**config.mk**
```make
export PLATFORM = sky130hd
export DESIGN_NAME = mem_arbiter_flat
export DESIGN_NICKNAME = d
export VERILOG_FILES = /design/src/rtl/mem_arb_pkg.sv /design/src/rtl/mem_arbiter_if.sv /design/src/rtl/mem_arb_fill_seq.sv /design/src/rtl/mem_arbiter.sv /design/src/flat_wrapper.sv
export SDC_FILE = /design/constraint.sdc
export NUM_CORES = 1
export LEC_CHECK = 0
export CORE_MARGIN = 4
export CORE_UTILIZATION = 34
export CTS_CLUSTER_SIZE = 25
export DETAILED_ROUTE_END_ITERATION = 12
export GPL_ROUTABILITY_DRIVEN = 1
export PLACE_DENSITY = 0.93
export SLEW_MARGIN = 10
export SYNTH_ARGS = -nofsm -noshare
export SYNTH_HDL_FRONTEND = slang
export SYNTH_HIERARCHICAL = 1
export SYNTH_SLANG_ARGS = --single-unit
```
**constraint.sdc**
```tcl
create_clock -name clk -period 2.2 [get_ports clk]
set_input_delay 0.33 -clock clk [delete_from_list [all_inputs] [get_ports clk]]
set_output_delay 0.33 -clock clk [all_outputs]
set_load 0.01 [all_outputs]
```
**src/rtl/mem_arb_pkg.sv**
```systemverilog
// Shared types and constants for the memory arbiter slice.
package mem_arb_pkg;

    typedef enum logic [1:0] {
        IDLE    = 2'd0,
        FILL_I  = 2'd1,
        FILL_D  = 2'd2,
        WRITE_D = 2'd3
    } arb_state_e;

    localparam int unsigned BLOCK_WORDS = 8;
    localparam int unsigned MEM_LATENCY = 4;

endpackage

```
**src/rtl/mem_arbiter_if.sv**
```systemverilog
// Cache-side and memory-side bus of the memory arbiter.
// master: the arbiter itself; slave: the caches and main memory around it.
interface mem_arbiter_if;

    logic        i_req;
    logic [15:0] i_addr;
    logic        d_req;
    logic [15:0] d_addr;
    logic        d_wr;
    logic [15:0] d_wdata;
    logic        mem_en;
    logic        mem_wr;
    logic [15:0] mem_addr;
    logic [15:0] mem_wdata;
    logic [15:0] mem_rdata;
    logic        mem_valid;
    logic [15:0] fill_data;
    logic [2:0]  fill_word;
    logic        fill_we_i;
    logic        fill_we_d;
    logic        done_i;
    logic        done_d;
    logic        busy;

    modport master (
        input  i_req, i_addr, d_req, d_addr, d_wr, d_wdata, mem_rdata, mem_valid,
        output mem_en, mem_wr, mem_addr, mem_wdata, fill_data, fill_word,
               fill_we_i, fill_we_d, done_i, done_d, busy
    );

    modport slave (
        output i_req, i_addr, d_req, d_addr, d_wr, d_wdata, mem_rdata, mem_valid,
        input  mem_en, mem_wr, mem_addr, mem_wdata, fill_data, fill_word,
               fill_we_i, fill_we_d, done_i, done_d, busy
    );

endinterface

```
**src/rtl/mem_arb_fill_seq.sv**
```systemverilog
// Block-fill sequencer: issue/receive word counters and last-issue flag.
module mem_arb_fill_seq
    import mem_arb_pkg::*;
(
    input  logic       clk,
    input  logic       rst_n,
    input  logic       start,
    input  logic       active,
    input  logic       mem_valid,
    output logic       issue_en,
    output logic [2:0] issue_cnt,
    output logic       rx_fire,
    output logic [2:0] rx_cnt,
    output logic       last_rx
);

    logic [2:0] issue_cnt_q, issue_cnt_d;
    logic [2:0] rx_cnt_q, rx_cnt_d;
    logic       last_issue_q, last_issue_d;

    // Issue one read per cycle until the block is requested; accept returns
    // only once the first read can have come back, so stale returns from an
    // aborted fill arriving early in a new fill are dropped.
    always_comb begin
        issue_cnt_d  = issue_cnt_q;
        rx_cnt_d     = rx_cnt_q;
        last_issue_d = last_issue_q;
        issue_en     = active && !last_issue_q;
        rx_fire      = active && mem_valid &&
                       (last_issue_q || ({1'b0, issue_cnt_q} >= 4'(MEM_LATENCY)));
        last_rx      = rx_fire && (rx_cnt_q == 3'(BLOCK_WORDS - 1));
        if (start) begin
            issue_cnt_d  = '0;
            rx_cnt_d     = '0;
            last_issue_d = 1'b0;
        end else begin
            if (issue_en) begin
                issue_cnt_d = issue_cnt_q + 3'd1;
                if (issue_cnt_q == 3'(BLOCK_WORDS - 1)) begin
                    last_issue_d = 1'b1;
                end
            end
            if (rx_fire) begin
                rx_cnt_d = rx_cnt_q + 3'd1;
            end
            if (last_rx) begin
                last_issue_d = 1'b0;
            end
        end
    end

    // Counter and flag registers.
    always_ff @(posedge clk) begin
        if (!rst_n) begin
            issue_cnt_q  <= '0;
            rx_cnt_q     <= '0;
            last_issue_q <= 1'b0;
        end else begin
            issue_cnt_q  <= issue_cnt_d;
            rx_cnt_q     <= rx_cnt_d;
            last_issue_q <= last_issue_d;
        end
    end

    assign issue_cnt = issue_cnt_q;
    assign rx_cnt    = rx_cnt_q;

endmodule

```
**src/rtl/mem_arbiter.sv**
```systemverilog
// Arbiter between I-cache and D-cache misses for a single main-memory port.
// Optional macro MEM_ARB_ROUND_ROBIN_EN: round-robin on simultaneous requests
// (fixed D priority when undefined).
module mem_arbiter
    import mem_arb_pkg::*;
(
    input  logic          clk,
    input  logic          rst_n,
    mem_arbiter_if.master bus
);

    arb_state_e  state_q, state_d;
    logic [11:0] blk_q, blk_d;
    logic        start_fill;
    logic        fill_active;
    logic        grant_d;
    logic        issue_en;
    logic        rx_fire;
    logic        last_rx;
    logic [2:0]  issue_cnt;
    logic [2:0]  rx_cnt;
`ifdef MEM_ARB_ROUND_ROBIN_EN
    logic        last_d_q, last_d_d;
`endif

    assign fill_active = (state_q == FILL_I) || (state_q == FILL_D);

    mem_arb_fill_seq u_fill_seq (
        .clk       (clk),
        .rst_n     (rst_n),
        .start     (start_fill),
        .active    (fill_active),
        .mem_valid (bus.mem_valid),
        .issue_en  (issue_en),
        .issue_cnt (issue_cnt),
        .rx_fire   (rx_fire),
        .rx_cnt    (rx_cnt),
        .last_rx   (last_rx)
    );

    // D-side grant decision when idle.
    always_comb begin
`ifdef MEM_ARB_ROUND_ROBIN_EN
        grant_d = bus.d_req && (!bus.i_req || !last_d_q);
`else
        grant_d = bus.d_req;
`endif
    end

    // Next state, address latch and all bus outputs.
    always_comb begin
        state_d        = state_q;
        blk_d          = blk_q;
        start_fill     = 1'b0;
`ifdef MEM_ARB_ROUND_ROBIN_EN
        last_d_d       = last_d_q;
`endif
        bus.mem_en     = 1'b0;
        bus.mem_wr     = 1'b0;
        bus.mem_addr   = '0;
        bus.mem_wdata  = '0;
        bus.fill_data  = '0;
        bus.fill_word  = '0;
        bus.fill_we_i  = 1'b0;
        bus.fill_we_d  = 1'b0;
        bus.done_i     = 1'b0;
        bus.done_d     = 1'b0;
        bus.busy       = (state_q != IDLE);
        case (state_q)
            IDLE: begin
                if (grant_d) begin
`ifdef MEM_ARB_ROUND_ROBIN_EN
                    last_d_d = 1'b1;
`endif
                    if (bus.d_wr) begin
                        state_d = WRITE_D;
                    end else begin
                        state_d    = FILL_D;
                        blk_d      = bus.d_addr[15:4];
                        start_fill = 1'b1;
                    end
                end else if (bus.i_req) begin
`ifdef MEM_ARB_ROUND_ROBIN_EN
                    last_d_d   = 1'b0;
`endif
                    state_d    = FILL_I;
                    blk_d      = bus.i_addr[15:4];
                    start_fill = 1'b1;
                end
            end
            FILL_I, FILL_D: begin
                bus.mem_en = issue_en;
                if (issue_en) begin
                    bus.mem_addr = {blk_q, issue_cnt, 1'b0};
                end
                if (rx_fire) begin
                    bus.fill_data = bus.mem_rdata;
                    bus.fill_word = rx_cnt;
                    bus.fill_we_i = (state_q == FILL_I);
                    bus.fill_we_d = (state_q == FILL_D);
                end
                if (last_rx) begin
                    bus.done_i = (state_q == FILL_I);
                    bus.done_d = (state_q == FILL_D);
                    state_d    = IDLE;
                end
            end
            WRITE_D: begin
                bus.mem_en    = 1'b1;
                bus.mem_wr    = 1'b1;
                bus.mem_addr  = bus.d_addr;
                bus.mem_wdata = bus.d_wdata;
                bus.done_d    = 1'b1;
                state_d       = IDLE;
            end
            default: state_d = IDLE;
        endcase
    end

    // State, latched block address and last-grant registers.
    always_ff @(posedge clk) begin
        if (!rst_n) begin
            state_q  <= IDLE;
            blk_q    <= '0;
`ifdef MEM_ARB_ROUND_ROBIN_EN
            last_d_q <= 1'b0;
`endif
        end else begin
            state_q  <= state_d;
            blk_q    <= blk_d;
`ifdef MEM_ARB_ROUND_ROBIN_EN
            last_d_q <= last_d_d;
`endif
        end
    end

endmodule

```
**src/flat_wrapper.sv**
```systemverilog
// flat-port wrapper written by rule: the top's interface ports become plain ports
module mem_arbiter_flat import mem_arb_pkg::*;
  (clk, rst_n, bus_i_req, bus_i_addr, bus_d_req, bus_d_addr, bus_d_wr, bus_d_wdata, bus_mem_rdata, bus_mem_valid, bus_mem_en, bus_mem_wr, bus_mem_addr, bus_mem_wdata, bus_fill_data, bus_fill_word, bus_fill_we_i, bus_fill_we_d, bus_done_i, bus_done_d, bus_busy);
  mem_arbiter_if bus_i ();
  input  logic clk;
  input  logic rst_n;
  input wire logic [$bits(bus_i.i_req)-1:0] bus_i_req;
  input wire logic [$bits(bus_i.i_addr)-1:0] bus_i_addr;
  input wire logic [$bits(bus_i.d_req)-1:0] bus_d_req;
  input wire logic [$bits(bus_i.d_addr)-1:0] bus_d_addr;
  input wire logic [$bits(bus_i.d_wr)-1:0] bus_d_wr;
  input wire logic [$bits(bus_i.d_wdata)-1:0] bus_d_wdata;
  input wire logic [$bits(bus_i.mem_rdata)-1:0] bus_mem_rdata;
  input wire logic [$bits(bus_i.mem_valid)-1:0] bus_mem_valid;
  output wire logic [$bits(bus_i.mem_en)-1:0] bus_mem_en;
  output wire logic [$bits(bus_i.mem_wr)-1:0] bus_mem_wr;
  output wire logic [$bits(bus_i.mem_addr)-1:0] bus_mem_addr;
  output wire logic [$bits(bus_i.mem_wdata)-1:0] bus_mem_wdata;
  output wire logic [$bits(bus_i.fill_data)-1:0] bus_fill_data;
  output wire logic [$bits(bus_i.fill_word)-1:0] bus_fill_word;
  output wire logic [$bits(bus_i.fill_we_i)-1:0] bus_fill_we_i;
  output wire logic [$bits(bus_i.fill_we_d)-1:0] bus_fill_we_d;
  output wire logic [$bits(bus_i.done_i)-1:0] bus_done_i;
  output wire logic [$bits(bus_i.done_d)-1:0] bus_done_d;
  output wire logic [$bits(bus_i.busy)-1:0] bus_busy;
  assign bus_i.i_req = bus_i_req;
  assign bus_i.i_addr = bus_i_addr;
  assign bus_i.d_req = bus_d_req;
  assign bus_i.d_addr = bus_d_addr;
  assign bus_i.d_wr = bus_d_wr;
  assign bus_i.d_wdata = bus_d_wdata;
  assign bus_i.mem_rdata = bus_mem_rdata;
  assign bus_i.mem_valid = bus_mem_valid;
  assign bus_mem_en = bus_i.mem_en;
  assign bus_mem_wr = bus_i.mem_wr;
  assign bus_mem_addr = bus_i.mem_addr;
  assign bus_mem_wdata = bus_i.mem_wdata;
  assign bus_fill_data = bus_i.fill_data;
  assign bus_fill_word = bus_i.fill_word;
  assign bus_fill_we_i = bus_i.fill_we_i;
  assign bus_fill_we_d = bus_i.fill_we_d;
  assign bus_done_i = bus_i.done_i;
  assign bus_done_d = bus_i.done_d;
  assign bus_busy = bus_i.busy;
  mem_arbiter u_core (.clk(clk), .rst_n(rst_n), .bus(bus_i));
endmodule
```
==> flow_metrics.env, run 1 <==
export IMPL_cp_cell_sequence="inv_1 > ha_4 > buf_4 > o211a_4 > buf_12 > and3_1 > clkdlybuf4s15_1"
export IMPL_start_kind="flop"
export IMPL_comb_power_share_pct=59.2
export IMPL_cts_buffers=3
export IMPL_fillers=429
export IMPL_netlist_instances=205
export IMPL_clkTransAtPathRegs_ns=0.07
export IMPL_vias=1884
export IMPL_hold_violations=0
export IMPL_grt_ovfl_total=0
export IMPL_setup_ws_ns=0.0871
export IMPL_worst_setup_path_end_kind="output port"
export IMPL_io_pins=128
export IMPL_drtIter0Drc=54
export IMPL_cts_root_buf="clkbuf_8"
export IMPL_dieHeight_um=78.2
export IMPL_grtUsageTotal_pct=17.5
export IMPL_status="complete, no violations"
export IMPL_clk_latency_ns=0.26
export IMPL_p_leak_nw=1.45
export IMPL_rr_startpoint="u_core/state_q[1]"
export IMPL_ys_seq_elements=21
export IMPL_worstPathRequired_ns=1.87
export IMPL_num_antenna_cells=0
export IMPL_worstSetupPathType="flop to output port"
export IMPL_ys_seq_area_share_pct=25.1
export IMPL_antenna_found_initial=0
export IMPL_clockBufferDepth=2
export IMPL_final_nets=414
export IMPL_pwr_density_cell_mw_per_mm2=599
export IMPL_slew_violations=0
export IMPL_layout_commonest_cell="clkdlybuf4s50_1"
export IMPL_hold_class="flop to flop"
export IMPL_syn_to_final_growth_pct=81.6
export IMPL_dpl_cell_area_mm2=0.00305
export IMPL_slowest_delay_ns=0.33
export IMPL_max_slew_margin_pct=81.2
export IMPL_cp_slowest_cell="dfxtp_1"
export IMPL_rsz0062_at_grt="true"
export IMPL_arrival_ns=1.78
export IMPL_die_area_mm2=0.00611
export IMPL_synth_area_mm2=0.00168
export IMPL_power_switching_share_pct=37.1
export IMPL_fmax_mhz=473
export IMPL_avgSynthCellArea_um2=8.17
export IMPL_antenna_left=0
export IMPL_intPower_mw=1.15
export IMPL_cp_startpoint="u_core/state_q[1]"
export IMPL_final_min_clock_period_ns=2.11
export IMPL_fin_skew_ns=0.00118
export IMPL_drtPass1Iterations=4
export IMPL_setup_viol=0
export IMPL_seqPwrFrac_pct=27.1
export IMPL_layout_common_cells="81 x clkdlybuf4s50_1, 26 x nand2_1, 24 x nor2_1"
export IMPL_gp_congestion=0.732
export IMPL_fp_dieW_um=78.2
export IMPL_grt_start_max_net_pins=25
export IMPL_core_area_mm2=0.00475
export IMPL_fin_crit_sh_pct=96.0
export IMPL_multiInputGateArea_mm2=0.00117
export IMPL_hold_start="u_core/blk_q[7]"
export IMPL_grt_pass1_wl_um=8720
export IMPL_crit_fanout=24
export IMPL_synth_edf_count=0
export IMPL_route_detailed_drc=0
export IMPL_yosysWarnings=6
export IMPL_cts_tree="yes"
export IMPL_synth_distinct_cells=30
export IMPL_drt_total_wl_um=5500
export IMPL_p_sw_mw=0.677
export IMPL_wl_per_cell_um=13.8
export IMPL_grt_pass1_vias=1856
export IMPL_ff_latch_area_um2=422
export IMPL_vias_per_cell=4.71
export IMPL_cts_sinks=21
export IMPL_max_cap_violations=0
export IMPL_tightest_slew_ns=0.281
export IMPL_drive_above_1_share_pct=22.5
export IMPL_peakVddDrop_mv=0.444
export IMPL_final_cell_area_mm2=0.00304
export IMPL_p_clk_share_pct=13.7
export IMPL_dp_hpwl_um=4530
export IMPL_ys_async_sr_fraction_pct=0
export IMPL_rows=25
export IMPL_port_buffers=123
export IMPL_cts_max_level=1
export IMPL_place_ws_ns=-0.125
export IMPL_synth_top_flop_cell="dfxtp_1"
export IMPL_synth_nets=285
export IMPL_initial_core_util_pct=35.2
-- metrics by stage --
step | TNS (ns) | power (mW) | cells | hold slack (ns) | utilization [%]
after floorplan | 0 | 1.06 | 205 | 0.438 | -
after global routing | -0.104 | 1.96 | 400 | 0.495 | 64.0
after global placement | -0.510 | 1.49 | 396 | 0.444 | 64.2
after CTS | 0 | 1.82 | 400 | 0.465 | 65.0
final | 0 | 1.82 | 400 | 0.463 | 64.0
after detailed placement | -1.97 | 1.54 | 396 | 0.454 | 64.2
-- metal layers --
| layer | track usage (%) | wire (um) |
|---|---|---|
| met2 | 33.1 | 2830 |
| met1 | 20.0 | 2170 |
| met4 | 2.80 | 50 |
| met5 | 0 | 0 |
| met3 | 4.36 | 448 |
-- timing repair --
| item | 4_1_cts | 5_1_grt |
|---|---|---|
| setup buffers | 0 | 0 |
| endpoints found under the setup margin | 47 | 55 |
| hold endpoints to repair | 0 | 0 |
| pin swaps | 0 | 1 |
| cloned | 0 | 0 |
| gates resized for setup | 51 | 66 |
| hold buffers | 0 | 0 |
-- final timing paths --
check | end | slack, ns | depth (start not counted)
min | u_core/blk_q[7] | 0.46 | 2
min reg2reg | u_core/blk_q[7] | 0.46 | 2
max reg2reg | u_core/state_q[0] | 0.47 | 8
max | bus_fill_data[4] | 0.09 | 7
-- kinds of logic (layout without fill, tap and decap cells) --
logic type,count (synthesis),count (layout),synth area share (%)
DFF,21,21,25.1
AOI/OAI and AO/OA,20,20,9.56
adders and majority gates,10,10,7.47
and+or+nand+nor,98,98,30.1
buffers and inverters,24,152,7.92
xor gates and xnor gates,2,2,1.05
muxes,30,30,18.8
-- synth_stat cells, drive strengths merged (5+ instances only) --
cell type	number	area [um2]
mux2	12	135
buf	7	67.6
ha	10	125
a22oi	15	113
inv	5	18.8
and3	20	125
mux2i	18	180
nand2	26	97.6
nor2	24	90.1
clkbuf	12	46.3
and2	21	134
dfxtp	21	420
-- cell type report --
type / count / area share [%]
Inverter: 5 / 0.617
Tap cell: 67 / 2.76
Timing Repair Buffer: 143 / 42.6
Sequential cell: 21 / 13.9
Clock inverter: 1 / 0.165
Clock buffer: 3 / 1.36
Multi-Input combinational cell: 160 / 38.6
-- critical path: cells and delay by family (launching register included) --
| kind | cells | cell delay (ns) |
|---|---|---|
| DFF | 1 | 0.33 |
| adders and majority gates | 1 | 0.29 |
| AOI/OAI and AO/OA | 1 | 0.16 |
| buffers and inverters | 4 | 0.58 |
| and+or+nand+nor | 1 | 0.16 |
-- power by group through the flow --
stage,Clock (mW),Combinational (mW),Sequential (mW)
CTS,0.256,1.07,0.493
detailed placement,0,1.04,0.499
finish,0.250,1.08,0.493
global route,0.275,1.19,0.501
floorplan,0,0.564,0.494
global placement,0,0.998,0.493
-- state kept, by name, indices dropped and copies added (netlist names) --
register and count:
u_core/u_fill_seq/rx_cnt 3, u_core/u_fill_seq/issue_cnt 3, u_core/u_fill_seq/last_issue_q 1, u_core/blk_q 12
u_core/state_q 2
Power figures use the tool's default switching activity.
==> inputs of run 2 (changes only) <==
ABC_AREA = 1   (was not set)
CORE_UTILIZATION = 36   (was 34)
==> run 2 against run 1 <==
- total power up 20%
- largest power group unchanged
- sequential cell count unchanged
- critical endpoint is now bus_fill_data[3]
- combinational power increased by 26%
- largest cell class unchanged
- fmax rose by 0.72%
==> flow_metrics.env, run 2 <==
export IMPL_status="complete, no violations"
export IMPL_synth_xor_area_share_pct=0
export IMPL_io_pins=128
export IMPL_antenna_found_initial=0
export IMPL_dp_hpwl_um=5080
export IMPL_synth_most_common_cell="nand2_1"
export IMPL_avgSynthCellArea_um2=5.47
export IMPL_fin_skew_ns=0.00409
export IMPL_grtUsageTotal_pct=18.1
export IMPL_worst_path_buf_inv=3
export IMPL_r2r_end="u_core/state_q[0]"
export IMPL_core_area_mm2=0.00511
export IMPL_ff_latch_area_um2=422
export IMPL_max_slew_margin_pct=73.8
export IMPL_rr_startpoint="u_core/state_q[1]"
export IMPL_fmax_mhz=477
export IMPL_pwr_density_cell_mw_per_mm2=686
export IMPL_multiInputGateArea_mm2=0.00110
export IMPL_largest_reg_flops=12
export IMPL_slew_violations=0
export IMPL_fin_cells=546
export IMPL_synth_top_family_by_area="simple AND/OR/NAND/NOR gates"
export IMPL_dieHeight_um=80.6
export IMPL_cp_slowest_cell="dfxtp_1"
export IMPL_netlist_instances=347
export IMPL_cts_sinks=21
export IMPL_crit_top_cell="nand2_2"
export IMPL_fillers=485
export IMPL_ys_seq_elements=21
export IMPL_dp_cells=542
export IMPL_grt_ovfl_total=0
export IMPL_yosys_area_share_simple_pct=44.7
export IMPL_grt_pass1_vias=2215
export IMPL_cts_max_level=1
export IMPL_synth_top_flop_cell="dfxtp_1"
export IMPL_grt_pass1_wl_um=9430
export IMPL_layout_common_cells="86 x nand2_1, 83 x clkdlybuf4s50_1, 83 x nor2_1"
export IMPL_largest_register="u_core/blk_q"
export IMPL_rows=26
export IMPL_grt_start_max_net_pins=25
export IMPL_holdWs_ns=0.485
export IMPL_vias_per_cell=4.37
export IMPL_synth_common_cells="87 x nand2_1, 83 x nor2_1, 77 x inv_1"
export IMPL_synth_compound_area_share_pct=5.80
export IMPL_clkTransAtPathRegs_ns=0.08
export IMPL_antenna_left=0
export IMPL_vias=2384
export IMPL_initial_core_util_pct=37.1
export IMPL_cts_root_buf="clkbuf_8"
export IMPL_layout_commonest_cell="nand2_1"
export IMPL_worstPathRequired_ns=1.87
export IMPL_fp_dieW_um=80.6
export IMPL_worstSetupPathType="flop to output port"
export IMPL_syn_to_final_growth_pct=67.7
export IMPL_whs_path_depth=2
export IMPL_cts_tree="yes"
export IMPL_wl_per_cell_um=11.4
export IMPL_route_detailed_drc=0
export IMPL_start_kind="flop"
export IMPL_setup_viol=0
export IMPL_port_buffers=123
export IMPL_ys_async_sr_fraction_pct=0
export IMPL_synth_nets=427
export IMPL_die_area_mm2=0.00649
export IMPL_hold_end="u_core/blk_q[5]"
export IMPL_slowest_delay_ns=0.33
export IMPL_cp_cell_sequence="inv_1 > ha_4 > nand2_2 > nor2_4 > nand2_2 > buf_12 > nor2_1 > dlygate4sd2_1"
export IMPL_final_nets=557
export IMPL_drt_total_wl_um=6220
export IMPL_synth_top_area_cell="dfxtp_1"
export IMPL_path_delay_family="buffers and inverters"
export IMPL_p_leak_nw=1.80
export IMPL_synth_edf_count=0
export IMPL_ys_seq_area_share_pct=22.2
export IMPL_setup_ws_ns=0.102
export IMPL_yosysWarnings=6
export IMPL_worst_setup_path_end_kind="output port"
export IMPL_worst_r2r_setup_slack_ns=0.64
export IMPL_gp_congestion=0.756
export IMPL_clockBufferDepth=2
export IMPL_synth_area_mm2=0.00190
export IMPL_peakVddDrop_mv=0.325
export IMPL_place_ws_ns=-0.114
export IMPL_final_util_pct=62.3
export IMPL_drtIter0Drc=77
export IMPL_synth_area_top_cells="dfxtp_1 22%, nand2_1 17%, nor2_1 16%"
export IMPL_drtPass1Iterations=6
export IMPL_hold_class="flop to flop"
export IMPL_arrival_ns=1.77
export IMPL_num_antenna_cells=0
export IMPL_reg2reg_depth=10
export IMPL_synth_top_cell_area_share_pct=22.2
export IMPL_tightest_slew_ns=0.391
export IMPL_hold_start="u_core/blk_q[5]"
export IMPL_synth_adder_area_share_pct=6.60
export IMPL_clk_latency_ns=0.26
export IMPL_hold_violations=0
export IMPL_synth_distinct_cells=19
export IMPL_finalPower_mw=2.18
export IMPL_cts_buffers=3
export IMPL_final_min_clock_period_ns=2.10
export IMPL_crit_fanout=17
export IMPL_max_cap_violations=0
export IMPL_muxShareOfSynthArea_pct=0
export IMPL_fin_crit_sh_pct=95.4
export IMPL_rsz0062_at_grt="false"
export IMPL_drive_above_1_share_pct=13.7
-- run 2: changes by cell type in the layout (fill, tap and decap cells not counted), moves of 8 or more --
cell / before / now
inv_1: 5 / 77
nand2_1: 26 / 86
nor2_1: 24 / 83
and3_1: 20 / 0
nand3_1: 1 / 21
and2_1: 19 / 0
a21oi_1: 1 / 19
mux2i_1: 18 / 0
clkdlybuf4s15_1: 14 / 1
mux2_2: 12 / 0
a22oi_1: 11 / 0
dlygate4sd2_1: 1 / 9
-- run 2: power by group --
part,internal (mW),switching (mW)
sequential,0.495,0.0720
clock,0.126,0.125
combinational,0.606,0.758
total,1.23,0.955
-- run 2: worst max path at each step --
stage | startpoint | end | slack (ns) | cells past startpoint
floorplan | u_core/state_q[0] | bus_mem_addr[1] | 0.25 | 8
global placement | bus_mem_valid | bus_fill_data[10] | -0.07 | 7
detailed placement | bus_mem_valid | bus_fill_data[0] | -0.11 | 7
CTS | u_core/state_q[0] | bus_mem_addr[1] | 0.0001 | 8
global route | u_core/state_q[0] | bus_done_i | 0.0009 | 8
finish | u_core/state_q[1] | bus_fill_data[3] | 0.10 | 8
-- run 2: repair_timing --
| item | CTS | global route |
|---|---|---|
| pin swaps | 0 | 1 |
| hold buffers | 0 | 0 |
| resized for setup | 50 | 56 |
| buffers inserted | 0 | 0 |
| setup endpoints to repair | 39 | 54 |
-- run 2: area by class of cell --
class	count	share of cell area (%)
Clock buffer	3	1.30
Clock inverter	1	0.157
Inverter	77	9.08
Multi-Input combinational cell	232	34.6
Sequential cell	21	13.3
Tap cell	70	2.75
Timing Repair Buffer	142	38.9
-- run 2: cells by family (layout without fill, tap and decap cells) --
logic type,count (synthesis),count (layout)
flip-flops,21,21
AO/OA/AOI/OAI,22,22
buffers and inverters,94,223
adder cells (fa/ha/maj),10,10
AND/OR/NAND/NOR,200,200
-- run 2: per-layer routing --
| layer | global-route usage (%) | share of wire [%] | vias to the layer above |
|---|---|---|---|
| met5 | 0 | 0 | - |
| met3 | 5.38 | 12 | 8 |
| met1 | 18.4 | 38 | 1022 |
| li1 | - | - | 1256 |
| met2 | 34.9 | 49 | 98 |
| met4 | 5.91 | 1.5 | 0 |
-- run 2: worst reg2reg max path, cell delays in order (launching register included) --
cell and delay (ns):
dfxtp_1 0.33, inv_1 0.08, ha_4 0.29, nand2_2 0.09
nor3b_2 0.19, buf_4 0.15, inv_1 0.04, nand2_1 0.10
nand3_1 0.09, nand2_1 0.06, nor2_1 0.04
-- run 2: metrics by stage --
| stage | setup TNS, ns | area [um2] |
|---|---|---|
| floorplan | 0 | 1900 |
| global route | 0 | 3180 |
| detailed placement | -1.87 | 3270 |
| CTS | 0 | 3290 |
| finish | 0 | 3180 |
| global placement | -1.20 | 3270 |
